--- config.mk ---
export PLATFORM = sky130hd
export DESIGN_NAME = pc_stack_unit
export DESIGN_NICKNAME = d
export VERILOG_FILES = /design/src/rtl/pc_stack_unit.sv
export SDC_FILE = /design/constraint.sdc
export NUM_CORES = 1
export LEC_CHECK = 0
export CORE_ASPECT_RATIO = 2
export CORE_MARGIN = 2
export CORE_UTILIZATION = 30
export CTS_CLUSTER_SIZE = 25
export DETAILED_ROUTE_END_ITERATION = 7
export GPL_TIMING_DRIVEN = 0
export PLACE_DENSITY = 0.49
export SLEW_MARGIN = 20
export SYNTH_ARGS = -nofsm -noshare
export SYNTH_HDL_FRONTEND = slang
export SYNTH_HIERARCHICAL = 1
export SYNTH_SLANG_ARGS = --single-unit
--- constraint.sdc ---
create_clock -name clock -period 6.25 [get_ports clock]
set_clock_uncertainty 0.05 [all_clocks]
set_input_delay 0.625 -clock clock [delete_from_list [all_inputs] [get_ports clock]]
set_output_delay 0.625 -clock clock [all_outputs]
set_load 0.05 [all_outputs]
--- src/rtl/pc_stack_unit.sv ---
// Program counter with a circular return-address stack and sticky flags.
// Priority per cycle is stall > ret > call > jump > increment.
module pc_stack_unit #(
  parameter int                 WIDTH     = 32,
  parameter int                 STEP      = 4,
  parameter logic [WIDTH-1:0]   RESET_VEC = '0,
  parameter int                 DEPTH     = 8
) (
  input  logic                     clock,
  input  logic                     clear,
  input  logic                     stall,
  input  logic                     jump,
  input  logic                     call,
  input  logic                     ret,
  input  logic [WIDTH-1:0]         target,
  input  logic                     flag_clr,
  output logic [WIDTH-1:0]         pc,
  output logic [$clog2(DEPTH):0]   depth_cnt,
  output logic                     overflow,
  output logic                     underflow
);

  localparam int PW = $clog2(DEPTH);
  localparam int CW = PW + 1;
  localparam logic [WIDTH-1:0] STEP_V  = WIDTH'(STEP);
  localparam logic [CW-1:0]    FULL    = CW'(DEPTH);
  localparam logic [CW-1:0]    CNT_ONE = CW'(1);
  localparam logic [CW-1:0]    CNT_ZERO = CW'(0);
  localparam logic [PW-1:0]    PTR_ONE = PW'(1);

  logic [WIDTH-1:0] stack_r [DEPTH];
  logic [WIDTH-1:0] pc_r;
  logic [PW-1:0]    top_r;
  logic [CW-1:0]    depth_r;
  logic             ovf_r;
  logic             unf_r;

  logic [WIDTH-1:0] seq_s;
  logic [WIDTH-1:0] pc_nx_s;
  logic [PW-1:0]    top_nx_s;
  logic [CW-1:0]    depth_nx_s;
  logic             ovf_nx_s;
  logic             unf_nx_s;
  logic             push_s;

  assign seq_s = pc_r + STEP_V;

  // Next-state selection; top_r names the current top entry, a push writes one slot above it.
  always_comb begin
    pc_nx_s    = pc_r;
    top_nx_s   = top_r;
    depth_nx_s = depth_r;
    ovf_nx_s   = ovf_r;
    unf_nx_s   = unf_r;
    push_s     = 1'b0;
    if (stall) begin
      pc_nx_s = pc_r;
    end else begin
      if (flag_clr) begin
        ovf_nx_s = 1'b0;
        unf_nx_s = 1'b0;
      end else begin
        ovf_nx_s = ovf_r;
      end
      if (ret) begin
        if (depth_r != CNT_ZERO) begin
          pc_nx_s    = stack_r[top_r];
          top_nx_s   = top_r - PTR_ONE;
          depth_nx_s = depth_r - CNT_ONE;
        end else begin
          pc_nx_s  = seq_s;
          unf_nx_s = 1'b1;
        end
      end else if (call) begin
        pc_nx_s  = target;
        push_s   = 1'b1;
        top_nx_s = top_r + PTR_ONE;
        // When full the slot above top is the oldest entry, so it is overwritten in place.
        if (depth_r == FULL) begin
          ovf_nx_s = 1'b1;
        end else begin
          depth_nx_s = depth_r + CNT_ONE;
        end
      end else if (jump) begin
        pc_nx_s = target;
      end else begin
        pc_nx_s = seq_s;
      end
    end
  end

  // Control state register with asynchronous clear.
  always_ff @(posedge clock or posedge clear) begin
    if (clear) begin
      pc_r    <= RESET_VEC;
      top_r   <= '0;
      depth_r <= '0;
      ovf_r   <= 1'b0;
      unf_r   <= 1'b0;
    end else begin
      pc_r    <= pc_nx_s;
      top_r   <= top_nx_s;
      depth_r <= depth_nx_s;
      ovf_r   <= ovf_nx_s;
      unf_r   <= unf_nx_s;
    end
  end

  // Stack storage is not reset; entries are only readable while depth_r is non-zero.
  always_ff @(posedge clock) begin
    if (push_s) begin
      stack_r[top_nx_s] <= seq_s;
    end
  end

  assign pc        = pc_r;
  assign depth_cnt = depth_r;
  assign overflow  = ovf_r;
  assign underflow = unf_r;

  pc_stack_unit_chk #(.DEPTH(DEPTH)) u_chk (
    .clock     (clock),
    .clear     (clear),
    .depth_cnt (depth_r)
  );

endmodule

// Structural checks on the stack occupancy.
module pc_stack_unit_chk #(
  parameter int DEPTH = 8
) (
  input logic                     clock,
  input logic                     clear,
  input logic [$clog2(DEPTH):0]   depth_cnt
);

  localparam logic [$clog2(DEPTH):0] FULL = ($clog2(DEPTH)+1)'(DEPTH);

  initial begin
    assert (DEPTH >= 2 && (DEPTH & (DEPTH - 1)) == 0)
      else $error("DEPTH must be a power of two and at least 2");
  end

  a_depth_bound: assert property (@(posedge clock) disable iff (clear) depth_cnt <= FULL)
    else $error("depth_cnt exceeds DEPTH");

endmodule

==> flow_metrics.py <==
metrics = {
    "clock_network": {
        "cts_buffers": 26,
        "cts_resized": 0,
        "cts_buffer_depth": 3,
        "postCtsHoldBufs": 0,
        "clock-sinks": 297,
        "htreeDepth": 1,
        "insertion_delay_ns": 0.55,
        "cts_tree": "yes",
        "clk_pin_slew_ns": 0.07,
        "cts_setup_buffers": 0,
        "root_buffer": "clkbuf_16",
    },
    "synth": {
        "synth-edff-count": 256,
        "yosysTopAreaCellShare": 0.607,
        "syn_area_per_cell_um2": 16.9,
        "synth-simple-area-share": 0.0578,
        "ys.flop_type": "edfxtp_1",
        "synth_area_um2": 12700,
        "yosys_warnings": 6,
        "synthCells": 749,
        "synth_adder_area_share": 0.00652,
        "synth.distinct_cells": 60,
        "yosys-top-cells-count": "edfxtp_1 (256), mux4_2 (64), nand2_1 (44)",
        "synth_compound_area_frac": 0.0688,
        "ys_top_cells_by_area": "edfxtp_1 (61%), mux4_2 (11%), dfrtp_1 (8.1%), xnor2_1 (1.9%), mux2i_1 (1.5%)",
        "synth_top_area_cell": "edfxtp_1",
        "synth-xor-area-share": 0.0248,
        "yosysMostFrequentCell": "edfxtp_1",
        "synth_mux_area_frac": 0.132,
        "synth_seq_cells": 297,
        "async_flop_share": 0.138,
        "syn-num-nets": 794,
        "ys_seq_area_frac": 0.688,
        "synth_top_family_by_area": "multiplexers",
    },
    "setup_path": {
        "slowest_stage": "clkbuf_1",
        "crit_required_ns": 6.46,
        "crit_path_max_incr_delay_ns": 0.77,
        "worstPathArrival_ns": 4.85,
        "crit_chain": "clkbuf_1, clkbuf_1, inv_1, ha_1, nor2_1, a22oi_1, o22ai_1, nand3_1, nor2_4, buf_16, buf_16",
        "critPathTopFamily": "buffers and inverters",
        "cp-start-kind": "flip-flop",
        "critical_path.max_fanout": 14,
        "startpoint": "top_r[1]",
        "r2r_slack_ns": 1.61,
        "reg2reg_to": "stack_r[0][17]",
        "r2r_cells": 11,
        "critical_path_buf_inv_count": 5,
        "r2r-start": "top_r[1]",
        "path_class": "flip-flop to flip-flop",
        "setup.worst_path.end_class": "flip-flop",
        "critical_path_depth": 11,
        "critPathCapture": "stack_r[0][17]",
    },
    "layout": {
        "fin_nets": 929,
        "instances_no_fill": 1444,
        "multi_input_area_um2": 3730,
        "syn2layout_area_growth_pct": 22.0,
        "antenna_cells": 0,
        "layout-drive-gt1-share": 0.196,
        "final_cell_area_um2": 15500,
        "fillCellCount": 3931,
        "regArea_um2": 8710,
    },
    "floorplanning": {
        "fp.dieH_um": 295,
        "die_area_um2": 44000,
        "die_x_um": 149,
        "row_count": 106,
        "start_util": 0.303,
        "ios": 77,
        "core_area_um2": 41800,
    },
    "route": {
        "drt_iter0_drc": 599,
        "wl_met2_um": 22600,
        "route.met3.wl_um": 1470,
        "wl_per_cell_um": 27.0,
        "ant_nets": 0,
        "met1Wirelength_um": 13700,
        "num_vias": 7504,
        "firstDrtPassIters": 5,
        "drc_errors": 0,
        "top_layer": "met4",
        "vias_per_cell": 5.20,
        "wl_um": 39000,
    },
    "global_routing": {
        "grt_pass1_vias": 8188,
        "track_usage": 0.180,
        "grt_max_degree": 27,
        "gr-total-overflow": 0,
        "antenna_found_initial": 0,
        "grt_pass1_wl_um": 56200,
    },
    "sta": {
        "slew_viol_final": 0,
        "max_freq_ghz": 0.215,
        "hold_slack_ns": 0.350,
        "slew_headroom": 0.266,
        "fin_crit_sh": 0.743,
        "worst_pin_slew_ns": 1.10,
        "rsz0062_at_grt": "no",
        "fin_ws_ns": 1.61,
        "hold_violations": 0,
        "period_needed_ns": 4.64,
        "setup_viol": 0,
    },
    "placed_design": {
        "dpl_cell_area_um2": 14600,
        "gp_congestion": 0.810,
        "numPortBuffers": 76,
        "place_inst": 1396,
        "dpl.hpwl_um": 28200,
        "dp_slack_ns": 1.54,
    },
    "flow_run": {
        "max-cap-violations": 0,
    },
    "pwr": {
        "p_total_mw": 7.06,
        "leakage_nw": 5.15,
        "ir_drop_v": 0.000218,
        "p_per_area_nw_per_um2": 457,
    },
    "outcome": {
        "outcome": "complete, no violations",
    },
    "min_path": {
        "hp-class": "input pin to async pin",
    },
}
-- power by group --
group	total, mW	internal, mW	switching [mW]	leakage, nW
Clock	1.69	0.951	0.736	0.428
Sequential	2.87	2.59	0.276	2.80
Combinational	2.51	0.961	1.55	1.92
Total	7.06	4.50	2.56	5.15
-- cell families (layout without fill, tap and decap cells) --
kind of cell,count (synthesis),after routing
xor gates and xnor gates,35,35
muxes,87,87
AOI/OAI and AO/OA,119,119
and+or+nand+nor,141,141
buffers and inverters,64,219
DFF,297,297
adders and majority gates,6,6
-- area by class of cell --
cell class	instances	share of cell area
buffer	48	0.0143
clock buffer	36	0.0478
clock inverter	12	0.00866
inverter	16	0.00389
multi-input combinational	388	0.241
sequential	297	0.564
tap	540	0.0437
timing repair buffer	107	0.0767
-- per-layer routing --
layer | vias up | global-route usage
li1 | 3292 | -
met1 | 3926 | 0.194
met2 | 211 | 0.355
met3 | 75 | 0.0190
met4 | 0 | 0.0657
met5 | - | 0
-- registers in the layout, summed over array words and instances, names as in the netlist --
register   cells
depth_cnt      4
overflow       1
pc            32
stack_r      256
top_r          3
underflow      1
-- through the flow --
stage	utilization	TNS (ns)
final	0.370	0
after global routing	0.370	0
after CTS	0.370	0
after detailed placement	0.349	0
after global placement	0.338	-384.67
after floorplan	-	0
-- how the worst min path moves through the flow --
stage	endpoint	slack (ns)	depth (start not counted)
after floorplan	stack_r[0][0]	0.51	0
after global placement	overflow	0.47	1
after detailed placement	overflow	0.47	1
after CTS	depth_cnt[0]	0.34	2
after global routing	pc[5]	0.39	2
final	depth_cnt[3]	0.35	2
-- placed cells by master (no fill, tap or decap), types with 8 or more instances in the layout --
master and n:
inv_1 14, nand3_1 19, dfrtp_1 41, mux4_2 64, nor2_1 16, clkdlybuf4s50_1 76
mux2i_1 19, a21oi_1 24, buf_16 8, nand2_1 44, edfxtp_1 256, clkbuf_1 29
and3_1 8, buf_2 15, a22oi_1 9, clkbuf_16 27, nand4_1 14, xnor2_1 27
buf_4 21, o21ai_0 21, o221ai_1 9
Power figures use the tool's default switching activity.
